## config.mk

```make
export PLATFORM = sky130hd
export DESIGN_NAME = skin_frame_ctrl
export DESIGN_NICKNAME = d
export VERILOG_FILES = /design/src/rtl/skin_pkg.sv /design/src/rtl/skin_frame_ctrl_if.sv /design/src/rtl/skin_cfg_regs.sv /design/src/rtl/skin_frame_ctrl.sv
export SDC_FILE = /design/constraint.sdc
export NUM_CORES = 1
export LEC_CHECK = 0
export ABC_CLOCK_PERIOD_IN_PS = 3500
export CORE_UTILIZATION = 40
export DETAILED_ROUTE_END_ITERATION = 8
export GPL_TIMING_DRIVEN = 0
export HOLD_SLACK_MARGIN = 0.1
export MAX_ROUTING_LAYER = met4
export PLACE_DENSITY = 0.59
export SYNTH_ARGS = -nofsm -noshare
export SYNTH_HDL_FRONTEND = slang
export SYNTH_SLANG_ARGS = --single-unit
```

## constraint.sdc

```tcl
create_clock -name iCLK -period 3.5 [get_ports iCLK]
set_clock_uncertainty 0.1 [all_clocks]
set_input_delay 0.7 -clock iCLK [delete_from_list [all_inputs] [get_ports iCLK]]
set_output_delay 0.7 -clock iCLK [all_outputs]
set_load 0.005 [all_outputs]
```

## src/rtl/skin_pkg.sv

```systemverilog
// Shared constants and types for the skin-detect frame controller.
//   - Power-on defaults for the Cr/Cb thresholds
//   - Config address map
//   - FSM state encoding
//   - Threshold bundle type and its reset value
package skin_pkg;

  localparam logic [7:0] CR_LO_DEF = 8'd133;
  localparam logic [7:0] CR_HI_DEF = 8'd180;
  localparam logic [7:0] CB_LO_DEF = 8'd91;
  localparam logic [7:0] CB_HI_DEF = 8'd112;

  localparam logic [1:0] CFG_CR_LO = 2'd0;
  localparam logic [1:0] CFG_CR_HI = 2'd1;
  localparam logic [1:0] CFG_CB_LO = 2'd2;
  localparam logic [1:0] CFG_CB_HI = 2'd3;

  typedef enum logic [1:0] {
    WAIT_LOW  = 2'd0,
    WAIT_FVAL = 2'd1,
    ACTIVE    = 2'd2,
    LATCH     = 2'd3
  } state_e;

  // Window thresholds: lo is inclusive, hi is exclusive.
  typedef struct packed {
    logic [7:0] cr_lo;
    logic [7:0] cr_hi;
    logic [7:0] cb_lo;
    logic [7:0] cb_hi;
  } thr_t;

  function automatic thr_t thr_default();
    thr_t t;
    t.cr_lo = CR_LO_DEF;
    t.cr_hi = CR_HI_DEF;
    t.cb_lo = CB_LO_DEF;
    t.cb_hi = CB_HI_DEF;
    return t;
  endfunction

endpackage

```

## src/rtl/skin_frame_ctrl_if.sv

```systemverilog
// Threshold config bus between the frame FSM and the threshold register bank.
//   we/addr/data : shadow register write port
//   commit       : copy shadow -> active (frame start)
//   active       : thresholds currently in force
interface skin_frame_ctrl_if;
  import skin_pkg::*;

  logic       we;
  logic [1:0] addr;
  logic [7:0] data;
  logic       commit;
  thr_t       active;

  modport master (output we, addr, data, commit, input active);
  modport slave  (input we, addr, data, commit, output active);
endinterface

```

## src/rtl/skin_cfg_regs.sv

```systemverilog
// Shadow + active threshold registers.
//   clk_i, rst_ni : clock, synchronous active-low reset
//   cfg (slave)   : writes land in shadow; commit copies shadow into active.
// A write in the commit cycle still lands in shadow, but the commit copies the
// pre-write shadow value, so the new value is used starting next frame.
module skin_cfg_regs
  import skin_pkg::*;
(
  input  logic         clk_i,
  input  logic         rst_ni,
  skin_frame_ctrl_if.slave cfg
);

  thr_t shadow_q, shadow_d;
  thr_t active_q;

  always_comb begin
    shadow_d = shadow_q;
    if (cfg.we) begin
      case (cfg.addr)
        CFG_CR_LO: shadow_d.cr_lo = cfg.data;
        CFG_CR_HI: shadow_d.cr_hi = cfg.data;
        CFG_CB_LO: shadow_d.cb_lo = cfg.data;
        CFG_CB_HI: shadow_d.cb_hi = cfg.data;
      endcase
    end
  end

  always_ff @(posedge clk_i) begin
    if (!rst_ni) begin
      shadow_q <= thr_default();
      active_q <= thr_default();
    end else begin
      shadow_q <= shadow_d;
      if (cfg.commit) active_q <= shadow_q;
    end
  end

  assign cfg.active = active_q;

endmodule

```

## src/rtl/skin_frame_ctrl.sv

```systemverilog
// Frame-level controller for the YCbCr skin-detect datapath.
//   iCLK, iRST_N        : pixel clock, synchronous active-low reset
//   iFVAL, iDVAL, iMask : camera frame/line valid and detector skin mask
//   iCfgWe/Addr/Data    : threshold shadow write port
//   oCrLo..oCbHi        : thresholds in force for the current frame
//   oFrameDone          : 1-cycle pulse when the stats below update
//   oSkinCount, oX/Y*   : skin pixel count and bounding box of last frame
//   oBoxValid           : oSkinCount >= MIN_CNT
module skin_frame_ctrl
  import skin_pkg::*;
#(
  parameter int XW      = 11,
  parameter int YW      = 11,
  parameter int CW      = 22,
  parameter int MIN_CNT = 64
) (
  input  logic          iCLK,
  input  logic          iRST_N,
  input  logic          iFVAL,
  input  logic          iDVAL,
  input  logic          iMask,
  input  logic          iCfgWe,
  input  logic [1:0]    iCfgAddr,
  input  logic [7:0]    iCfgData,
  output logic [7:0]    oCrLo,
  output logic [7:0]    oCrHi,
  output logic [7:0]    oCbLo,
  output logic [7:0]    oCbHi,
  output logic          oFrameDone,
  output logic [CW-1:0] oSkinCount,
  output logic [XW-1:0] oXMin,
  output logic [XW-1:0] oXMax,
  output logic [YW-1:0] oYMin,
  output logic [YW-1:0] oYMax,
  output logic          oBoxValid
);

  localparam logic [XW-1:0] X_SAT = '1;
  localparam logic [YW-1:0] Y_SAT = '1;
  localparam logic [CW-1:0] C_SAT = '1;
  localparam logic [CW:0]   MIN_W = (CW+1)'(MIN_CNT);

  skin_frame_ctrl_if cfg_bus ();

  state_e        state_q;
  logic          fval_q, dval_q;
  logic [XW-1:0] x_q, xmin_q, xmax_q;
  logic [YW-1:0] y_q, ymin_q, ymax_q;
  logic [CW-1:0] cnt_q;

  logic          done_q, bv_q;
  logic [CW-1:0] skin_q;
  logic [XW-1:0] oxmin_q, oxmax_q;
  logic [YW-1:0] oymin_q, oymax_q;

  logic rise, commit, accept, dval_fall;

  assign rise      = iFVAL & ~fval_q;
  assign commit    = (state_q == WAIT_FVAL) & rise;
  assign accept    = (state_q == ACTIVE) & iFVAL & iDVAL;
  assign dval_fall = (state_q == ACTIVE) & ~iDVAL & dval_q;

  assign cfg_bus.we     = iCfgWe;
  assign cfg_bus.addr   = iCfgAddr;
  assign cfg_bus.data   = iCfgData;
  assign cfg_bus.commit = commit;

  skin_cfg_regs u_cfg (
    .clk_i  (iCLK),
    .rst_ni (iRST_N),
    .cfg    (cfg_bus)
  );

  always_ff @(posedge iCLK) begin
    if (!iRST_N) begin
      state_q <= WAIT_LOW;
      fval_q  <= 1'b0;
      dval_q  <= 1'b0;
      x_q     <= '0;
      y_q     <= '0;
      cnt_q   <= '0;
      xmin_q  <= '1;
      xmax_q  <= '0;
      ymin_q  <= '1;
      ymax_q  <= '0;
      done_q  <= 1'b0;
      bv_q    <= 1'b0;
      skin_q  <= '0;
      oxmin_q <= '0;
      oxmax_q <= '0;
      oymin_q <= '0;
      oymax_q <= '0;
    end else begin
      fval_q <= iFVAL;
      dval_q <= iDVAL;
      done_q <= 1'b0;
      case (state_q)
        // Never join a frame already in progress.
        WAIT_LOW: if (!iFVAL) state_q <= WAIT_FVAL;
        WAIT_FVAL: begin
          if (commit) begin
            state_q <= ACTIVE;
            x_q     <= '0;
            y_q     <= '0;
            cnt_q   <= '0;
            xmin_q  <= '1;
            xmax_q  <= '0;
            ymin_q  <= '1;
            ymax_q  <= '0;
          end
        end
        ACTIVE: begin
          if (accept) begin
            if (x_q != X_SAT) x_q <= x_q + 1'b1;
            if (iMask) begin
              if (cnt_q != C_SAT) cnt_q <= cnt_q + 1'b1;
              if (x_q < xmin_q) xmin_q <= x_q;
              if (x_q > xmax_q) xmax_q <= x_q;
              if (y_q < ymin_q) ymin_q <= y_q;
              if (y_q > ymax_q) ymax_q <= y_q;
            end
          end else if (dval_fall) begin
            x_q <= '0;
            if (y_q != Y_SAT) y_q <= y_q + 1'b1;
          end
          // Outputs load on entry so they and the pulse are visible in LATCH.
          if (!iFVAL) begin
            state_q <= LATCH;
            done_q  <= 1'b1;
            skin_q  <= cnt_q;
            bv_q    <= ({1'b0, cnt_q} >= MIN_W);
            // An empty frame reports a zero box, not the min=ones sentinel.
            oxmin_q <= (cnt_q == '0) ? '0 : xmin_q;
            oxmax_q <= (cnt_q == '0) ? '0 : xmax_q;
            oymin_q <= (cnt_q == '0) ? '0 : ymin_q;
            oymax_q <= (cnt_q == '0) ? '0 : ymax_q;
          end
        end
        LATCH: state_q <= WAIT_FVAL;
        default: state_q <= WAIT_LOW;
      endcase
    end
  end

  assign oCrLo      = cfg_bus.active.cr_lo;
  assign oCrHi      = cfg_bus.active.cr_hi;
  assign oCbLo      = cfg_bus.active.cb_lo;
  assign oCbHi      = cfg_bus.active.cb_hi;
  assign oFrameDone = done_q;
  assign oSkinCount = skin_q;
  assign oXMin      = oxmin_q;
  assign oXMax      = oxmax_q;
  assign oYMin      = oymin_q;
  assign oYMax      = oymax_q;
  assign oBoxValid  = bv_q;

endmodule

```

; ---- Word level (Yosys, flattened, before mapping)
; Cells that the tools add are included.
[op_classes]
addsub = 3
n_lt_le_gt_ge = 5
eq_ne = 24
n_mux = 40
n_bitwise = 9
reduce_logical = 18
[op_table]
columns = cell, n
row1 = 11-bit two-way mux, 24
row2 = 11-bit case mux with 2 select lines, 6
row3 = 22-bit two-way mux, 4
row4 = 22-bit case mux with 2 select lines, 1
row5 = 5-bit AND reduction, 6
row6 = "11-bit by 1-bit adder with 11-bit output, second input constant", 2
row7 = "22-bit by 1-bit adder with 22-bit output, second input constant", 1
row8 = "22-bit by 7-bit greater-or-equal comparator with 1-bit output, second input constant", 1
row9 = 11-bit greater-than comparator, 2
row10 = 22-bit logical NOT, 1
row11 = 11-bit < comparator, 2
row12 = "11-bit inequality test, second input constant", 2
row13 = "22-bit inequality test, second input constant", 1
row14 = "2-bit inequality test, second input constant", 7
row15 = "2-bit by 1-bit inequality test with 1-bit output, second input constant", 6
row16 = 2-bit AND reduction, 6
row17 = "2-bit equality test, second input constant", 4
row18 = 2-bit case mux with 4 select lines, 1
row19 = 1-bit bitwise AND, 6
row20 = 2-bit two-way mux, 3
row21 = "2-bit by 1-bit equality test with 1-bit output, second input constant", 2
row22 = 2-bit logical NOT, 2
row23 = 4-bit AND reduction, 1
row24 = "3-bit by 2-bit inequality test with 1-bit output, second input constant", 1
row25 = 5 further kinds, 7
[word_totals]
reg_bits = 224
in_bits = 16
output_inout_bits = 100
wordCells = 124

; ---- Longest topological paths before layout
; Gate-level depths: netlist of run 1.
[logic_depth]
ltp_word = 6
ltp_mapped = 11
ltp_nobuf = 8

; ---- Cells and area by module
; From an unflattened synthesis of run 1, not the netlist that was laid out.
[unflattened]
hier_cells = 1114
area_unflattened_um2 = 10100.9
[modules_own_cells]
columns = mod, instances, cells_each, area_each_um2, seq_area_each_um2
row1 = skin_frame_ctrl, 1, 884, 7646.1, 3203.1
row2 = skin_cfg_regs, 1, 230, 2454.9, 1281.2

; ---- Least setup slack after synthesis of run 1
; OpenSTA, ideal clock, no wires.
[synth_timing]
path_type = register to register
startpoint = register ymin_q[9]
endpoint = register ymin_q[0]
setup_ps = 117
arrival_ps = 1863
required_time_ps = 3283
setup_slack_ps = 1420
path_stages_with_launch = 9
path_buffers = 1
period_less_slack_ps = 2080
path_cell_list = dfxtp_1 -> inv_1 -> ha_1 -> nand4_1 -> or4_1 -> a31oi_1 -> o21ai_1 -> buf_6 -> o22a_1
[synth_via]
elab_chain_len = 3
[synth_rtl]
columns = item, line
row1 = "start, declared", skin_frame_ctrl.sv:48  ; logic [YW-1:0] y_q, ymin_q, ymax_q;
row2 = "start signal, assigned", skin_frame_ctrl.sv:119  ; if (y_q < ymin_q) ymin_q <= y_q;
row3 = 11-bit < comparator, skin_frame_ctrl.sv:119
row4 = 2-bit by 1-bit inequality test with 1-bit output (no source line), n/a
row5 = 5-bit AND reduction (no source line), n/a
; Every way passes these cells.
; A chain may end at the register's enable or synchronous reset.

; ---- Worst setup path in the final report of run 1
[layout_timing]
startpoint = register state_q[0]
endpoint = register oxmin_q[9], in the netlist oXMin[9]
[layout_via]
elab_chain_len = 2
[layout_rtl]
columns = item, line
row1 = "start, declared", skin_frame_ctrl.sv:45  ; state_e state_q;
row2 = "start signal, assigned", skin_frame_ctrl.sv:76  ; state_q <= WAIT_LOW;
row3 = "start signal, assigned", skin_frame_ctrl.sv:99  ; WAIT_LOW: if (!iFVAL) state_q <= WAIT_FVAL;
row4 = "start signal, assigned", skin_frame_ctrl.sv:102  ; state_q <= ACTIVE;
row5 = 2-bit equality test, skin_frame_ctrl.sv:97  ; case (state_q)
row6 = 2-bit AND reduction (no source line), n/a
row7 = "end signal, assigned", skin_frame_ctrl.sv:133  ; oxmin_q <= (cnt_q == '0) ? '0 : xmin_q;
row8 = "end, declared", skin_frame_ctrl.sv:53  ; logic [XW-1:0] oxmin_q, oxmax_q;
; Every way passes these cells.

==> results.tsv, run 1 <==
metric	value	unit
switching part of the total	26.8	%
clock slew seen by the registers of the worst setup and hold paths	60	ps
highest net fanout along the worst path	10	
TritonCTS clock tree	built	
number of remaining DRC errors	0	
Remaining Overflow, GRT	0	
power density relative to cell area	497	nW/um2
via count of the first global-routing pass	7734	
placed cell count	1538	
number of buffers on the longest clock path	3	
# resized after CTS	0	
starting density of the core	41.3	%
minimum setup slack in the final design	448	ps
clock root cell	sky130_fd_sc_hd__clkbuf_16	
nets@finish	1311	
via count	8066	
setup repair bufs after CTS	0	
VDD IR max	0.377	mV
number of port buffers	115	
largest stage delay on the critical path	1010	ps
Slew @ Worst Pin	1280	ps
flops & latches, synth	224	
dpl cell area	11300	um2
CP cell instances	inv_1 -> ha_1 -> buf_2 -> buf_2 -> nand2b_1 -> a31oi_1 -> buf_2 -> a22oi_1 -> nor2b_1	
initial DRC count	410	
hold path depth	2	
M1 GR Usage	28.3	%
number of nets with antenna violations after detailed routing	0	
result of the run	complete, no violations	
path category of the worst min-delay check	flop to flop	
fraction of power consumed by combinational cells	14.0	%
relative contribution of sequential cells to total power	43.9	%
vias per std cell	5.10	
Routability Congestion	0.848	
static leakage power	0.00452	uW
proportion of synthesized chip area in sequential cells	45.8	%
H-tree depth	1	
Post-synth EDFFs	0	
GR Util met2	32.5	%
most common cell in the synthesized netlist	sky130_fd_sc_hd__dfxtp_1	
diode count	0	
share of the synthesized area in the top cell type	45.8	%
master of the slowest instance on the critical path	sky130_fd_sc_hd__a31oi_1	
cells taking the most area after synthesis	sky130_fd_sc_hd__dfxtp_1 46%, sky130_fd_sc_hd__nand2_1 7.9%, sky130_fd_sc_hd__ha_1 6.3%, sky130_fd_sc_hd__a21boi_0 4.0%, sky130_fd_sc_hd__nor2b_1 3.4%	
synthesized netlist net count	1169	
peak-usage layer in the global routing report	met2	
Synth Instances	1104	
total of fill cells in the finished design	2292	
final setup TNS	0	ps
cell types with the highest counts after synthesis	224 x sky130_fd_sc_hd__dfxtp_1, 207 x sky130_fd_sc_hd__nand2_1, 59 x sky130_fd_sc_hd__inv_1, 58 x sky130_fd_sc_hd__nand3_1, 54 x sky130_fd_sc_hd__nor2b_1	
synthesis warning total	0	
required time at the worst-slack endpoint	3860	ps
post-route non-filler standard cell count	1581	
aggregate routed wire length	24900	um
clock latency reported for the late side of the worst-skew pair	520	ps
WS Path Type	flop to flop	
unrepaired setup endpoints after global routing	false	
largest net degree at the start of global routing	13	
Post-DP HPWL	18000	um
ports placed on the boundary	116	
die height	159	um
met3 Track Usage GR	3.18	%
part of the power in the clock network	42.1	%
final period demand of the worst path	3050	ps
cts-stage hold buffer count	0	
clock buffer count from CTS	25	
switching power summed over all nets	1620	uW
detailed-route wire length per cell	15.8	um
max-capacitance violation count	0	
Critical Path AT	3410	ps
period utilisation layout	87.2	%
floorplan die width	159	um
cell accounting for the most synthesized area	sky130_fd_sc_hd__dfxtp_1	
antenna violations before repair	0	
Worst Reg-to-Reg Cells	9	
all-layer global routing usage	21.0	%
Unique masters post-synth	66	
total core area	23800	um2
startpoint class of the critical path	flop	
Final Hold Fails	0	
CP dominant cell by count	sky130_fd_sc_hd__buf_2	
setup violation total in the final timing report	0	
Slew Limit Fails	0	
count of standard-cell rows	56	
element type at the critical path end	flop	
Synth Flop Type	sky130_fd_sc_hd__dfxtp_1	
mean area per synthesized cell	8.88	um2
number of detailed-routing iterations run before antenna repair	5	
layout cell share with drive strength beyond 1	5.15	%
internal power contribution	4410	uW
Synth async-reset ratio	0	%
Setup WS pre-CTS	69.1	ps
first-pass GRT wire length	40600	um
CTS Sinks	224	
relative area change from synthesis to final layout	23.8	%
final total power	6030	uW
Post-Synthesis Cell Area	9800	um2
Finished Cell Area	12100	um2
headroom to the max-slew limit	14.1	%
die area	25100	um2
fmax	328	MHz
cells in the final DEF, fill, tap and decap left out, drive strengths merged, types with 49 or more instances in the layout:
| cell | synthesis | final |
|---|---|---|
| nor2b | 54 | 54 |
| clkbuf | 40 | 80 |
| inv | 59 | 60 |
| nor2 | 53 | 53 |
| a21boi | 55 | 55 |
| clkdlybuf4s50 | 0 | 115 |
| nand2 | 207 | 207 |
| nand3 | 58 | 58 |
| dfxtp | 224 | 224 |
| ha | 49 | 49 |
registers in the layout, indices dropped and copies added, names as in the netlist, 2 cells and up:
| register | count |
|---|---|
| u_cfg.cfg.active | 32 |
| u_cfg.shadow_q | 32 |
| cnt_q | 22 |
| oSkinCount | 22 |
| oXMax | 11 |
| oXMin | 11 |
| oYMax | 11 |
| oYMin | 11 |
| x_q | 11 |
| xmax_q | 11 |
| xmin_q | 11 |
| y_q | 11 |
| ymax_q | 11 |
| ymin_q | 11 |
| state_q | 2 |
power groups by stage:
stage	combinational (uW)	sequential (uW)	clock, uW
2_1_floorplan	535	2700	0
3_3_place_gp	847	2710	0
3_5_place_dp	846	2710	0
4_1_cts	850	2650	2590
5_1_grt	942	2660	2700
6_report	845	2650	2540
metrics by stage:
step | hold WS, ps | util, %
floorplan | 340 | -
global placement | 350 | 47.8
detailed placement | 357 | 47.8
CTS | 367 | 51.1
global route | 381 | 51.1
finish | 362 | 51.1
routing by layer:
layer	routed length (um)	vias up
li1	-	4109
met1	12300	3762
met2	11100	158
met3	1050	37
met4	549	0
met5	0	-
cells by family after synthesis:
family	share of synthesized area [%]
xor+xnor	3.04
compound gates	16.2
mux	0.919
buf+inv	4.85
flops	45.8
fa+ha+maj	6.26
simple gates	23.0
critical path: cells and delay by family (launching register included):
kind | cells | cell delay [ps]
AND/OR/NAND/NOR | 2 | 390
buffers and inverters | 4 | 920
AO/OA/AOI/OAI | 2 | 1110
flip-flops | 1 | 310
adder cells (fa/ha/maj) | 1 | 140
path summary, 6_finish.rpt:
path	start	to	slack, ps
max	state_q[0]$_SDFFE_PN0P_	oXMin[9]$_SDFFE_PN0P_	450
min	u_cfg.shadow_q[27]$_SDFFE_PN0P_	u_cfg.cfg.active[27]$_SDFFE_PN0P_	360
max reg2reg	state_q[0]$_SDFFE_PN0P_	oXMin[9]$_SDFFE_PN0P_	450
min reg2reg	u_cfg.shadow_q[27]$_SDFFE_PN0P_	u_cfg.cfg.active[27]$_SDFFE_PN0P_	360
final cells by class:
| class | instances | area, um2 | share of cell area [%] |
|---|---|---|---|
| multi-input combinational | 763 | 4840 | 39.9 |
| sequential | 224 | 4480 | 37.0 |
| timing repair buffer | 115 | 1150 | 9.49 |
| clock buffer | 40 | 742 | 6.11 |
| tap | 319 | 399 | 3.29 |
| buffer | 58 | 254 | 2.09 |
| inverter | 59 | 221 | 1.83 |
| clock inverter | 3 | 43.8 | 0.361 |
Note: power is estimated with default switching activity, not from simulation.
==> run 2: changes to the inputs <==
Settings changed: CTS_CLUSTER_SIZE set to 40.
==> run 2 against run 1 <==
Design area is 0.17% lower; combinational power is essentially flat; clock power fell by 3%; sequential share of layout area increased by 0.065 points; worst hold slack is essentially flat; sequential power is essentially flat; die area stayed put; global-route usage hardly changed; sequential cell count did not move; count of clock-buffer cells in the layout is 3 lower; fmax is 0.90% higher; critical path depth is the same; critical path type unchanged; largest cell class unchanged.
==> results.tsv, run 2 (synthesis results as in run 1) <==
metric	value	unit	change
Final Hold Fails	0		unchanged
VDD IR max	0.279	mV	was 0.377 mV
highest net fanout along the worst path	10		unchanged
starting density of the core	41.3	%	unchanged
fmax	331	MHz	was 328 MHz
Slew @ Worst Pin	1240	ps	was 1280 ps
headroom to the max-slew limit	16.7	%	was 14.1%
Routability Congestion	0.848		unchanged
number of buffers on the longest clock path	3		unchanged
switching power summed over all nets	1620	uW	about the same
final period demand of the worst path	3020	ps	was 3050 ps
via count	8066		unchanged
largest net degree at the start of global routing	13		unchanged
detailed-route wire length per cell	15.7	um	was 15.8 um
switching part of the total	27.1	%	was 26.8%
part of the power in the clock network	41.4	%	was 42.1%
nets@finish	1311		unchanged
static leakage power	0.00451	uW	was 0.00452 uW
all-layer global routing usage	21.0	%	about the same
fraction of power consumed by combinational cells	14.2	%	was 14.0%
final setup TNS	0	ps	unchanged
unrepaired setup endpoints after global routing	false		unchanged
antenna violations before repair	0		unchanged
startpoint class of the critical path	flop		unchanged
Remaining Overflow, GRT	0		unchanged
WS Path Type	flop to flop		unchanged
Slew Limit Fails	0		unchanged
relative contribution of sequential cells to total power	44.4	%	was 43.9%
power density relative to cell area	493	nW/um2	was 497 nW/um2
number of nets with antenna violations after detailed routing	0		unchanged
amount of wire on met3 after detailed routing	1080	um	was 1050 um
via count of the first global-routing pass	7676		was 7,734
total core area	23800	um2	unchanged
cts-stage hold buffer count	0		unchanged
layout cell share with drive strength beyond 1	5.32	%	was 5.15%
number of port buffers	115		unchanged
die area	25100	um2	unchanged
ports placed on the boundary	116		unchanged
clock buffer count from CTS	25		unchanged
path category of the worst min-delay check	flop to flop		unchanged
internal power contribution	4350	uW	was 4410 uW
aggregate routed wire length	24900	um	about the same
period utilisation layout	86.4	%	was 87.2%
H-tree depth	1		unchanged
floorplan die width	159	um	unchanged
clock root cell	sky130_fd_sc_hd__clkbuf_16		unchanged
Routed met1 length	12300	um	about the same
required time at the worst-slack endpoint	3850	ps	was 3860 ps
number of detailed-routing iterations run before antenna repair	5		unchanged
setup repair bufs after CTS	0		unchanged
die height	159	um	unchanged
most common library cell in the layout ignoring fill and taps	sky130_fd_sc_hd__dfxtp_1		unchanged
setup violation total in the final timing report	0		unchanged
max-capacitance violation count	0		unchanged
most frequent cells in the layout	224 x sky130_fd_sc_hd__dfxtp_1, 207 x sky130_fd_sc_hd__nand2_1, 115 x sky130_fd_sc_hd__clkdlybuf4s50_1, 59 x sky130_fd_sc_hd__inv_1, 58 x sky130_fd_sc_hd__nand3_1		unchanged
clock slew seen by the registers of the worst setup and hold paths	60	ps	about the same
diode count	0		unchanged
first-pass GRT wire length	40400	um	was 40,600 um
final total power	5970	uW	was 6030 uW
Post-DP HPWL	18000	um	unchanged
result of the run	complete, no violations		unchanged
count of standard-cell rows	56		unchanged
CTS Sinks	224		unchanged
# resized after CTS	0		unchanged
clock latency reported for the late side of the worst-skew pair	520	ps	about the same
number of remaining DRC errors	0		unchanged
TritonCTS clock tree	built		unchanged
element type at the critical path end	flop		unchanged
total met2 wirelength after detailed routing	11000	um	was 11,100 um
top routing layer in use	met4		unchanged
initial DRC count	424		was 410
vias per std cell	5.11		was 5.10
relative area change from synthesis to final layout	23.6	%	was 23.8%
Critical Path AT	3380	ps	was 3410 ps
run 2: cell types whose count changed in the layout (fill, tap and decap cells not counted), sizes merged:
| cell | delta |
|---|---|
| clkbuf | -3 |
| clkinv | +2 |
| bufinv | -1 |
run 2: power by group through the flow:
| stage | clock network, uW | logic (uW) | registers, uW |
|---|---|---|---|
| finish | 2470 | 846 | 2650 |
| detailed placement | 0 | 846 | 2710 |
| global route | 2640 | 944 | 2660 |
| CTS | 2530 | 850 | 2650 |
| global placement | 0 | 847 | 2710 |
| floorplan | 0 | 535 | 2700 |
run 2: worst paths after layout:
| check | end | startpoint | cells after the start | slack (ps) |
|---|---|---|---|---|
| setup / recovery | oXMin[6]$_SDFFE_PN0P_ | state_q[0]$_SDFFE_PN0P_ | 9 | 480 |
| hold / removal | u_cfg.cfg.active[22]$_SDFFE_PN0P_ | u_cfg.cfg.active[22]$_SDFFE_PN0P_ | 2 | 360 |
| setup reg to reg | oXMin[6]$_SDFFE_PN0P_ | state_q[0]$_SDFFE_PN0P_ | 9 | 480 |
| hold reg to reg | u_cfg.cfg.active[22]$_SDFFE_PN0P_ | u_cfg.cfg.active[22]$_SDFFE_PN0P_ | 2 | 360 |
run 2: through the flow:
stage	worst slack (ps)	hold WS [ps]	cell area, um2	instances	util [%]
floorplan	1420	340	9800	1104	-
global placement	114	350	11300	1538	47.8
detailed placement	69.1	357	11300	1538	47.8
CTS	446	366	12100	1579	51.0
global route	181	381	12100	1579	51.0
finish	475	361	12100	1579	51.0
run 2: area by class of cell:
cell class | count | area (um2)
multi-input cells | 763 | 4840
clock inverters | 4 | 23.8
plain buffers | 58 | 254
inverters | 59 | 221
flip-flops and latches | 224 | 4480
repair buffers | 115 | 1150
fillers | 2274 | 11600
clock buffers | 37 | 741
well taps | 319 | 399
run 2: per-layer routing:
| metal | vias up | track usage [%] |
|---|---|---|
| met5 | - | - |
| met4 | 0 | 5.54 |
| met3 | 39 | 3.18 |
| met2 | 162 | 32.4 |
| met1 | 3768 | 28.5 |
| li1 | 4097 | - |
run 2: critical path, cell delays in order (launching register included):
cell	delay, ps
sky130_fd_sc_hd__dfxtp_1	310
sky130_fd_sc_hd__inv_1	90
sky130_fd_sc_hd__ha_1	140
sky130_fd_sc_hd__buf_2	170
sky130_fd_sc_hd__buf_2	230
sky130_fd_sc_hd__nand2b_1	260
sky130_fd_sc_hd__a31oi_1	980
sky130_fd_sc_hd__buf_2	430
sky130_fd_sc_hd__a22oi_1	100
sky130_fd_sc_hd__nor2b_1	130
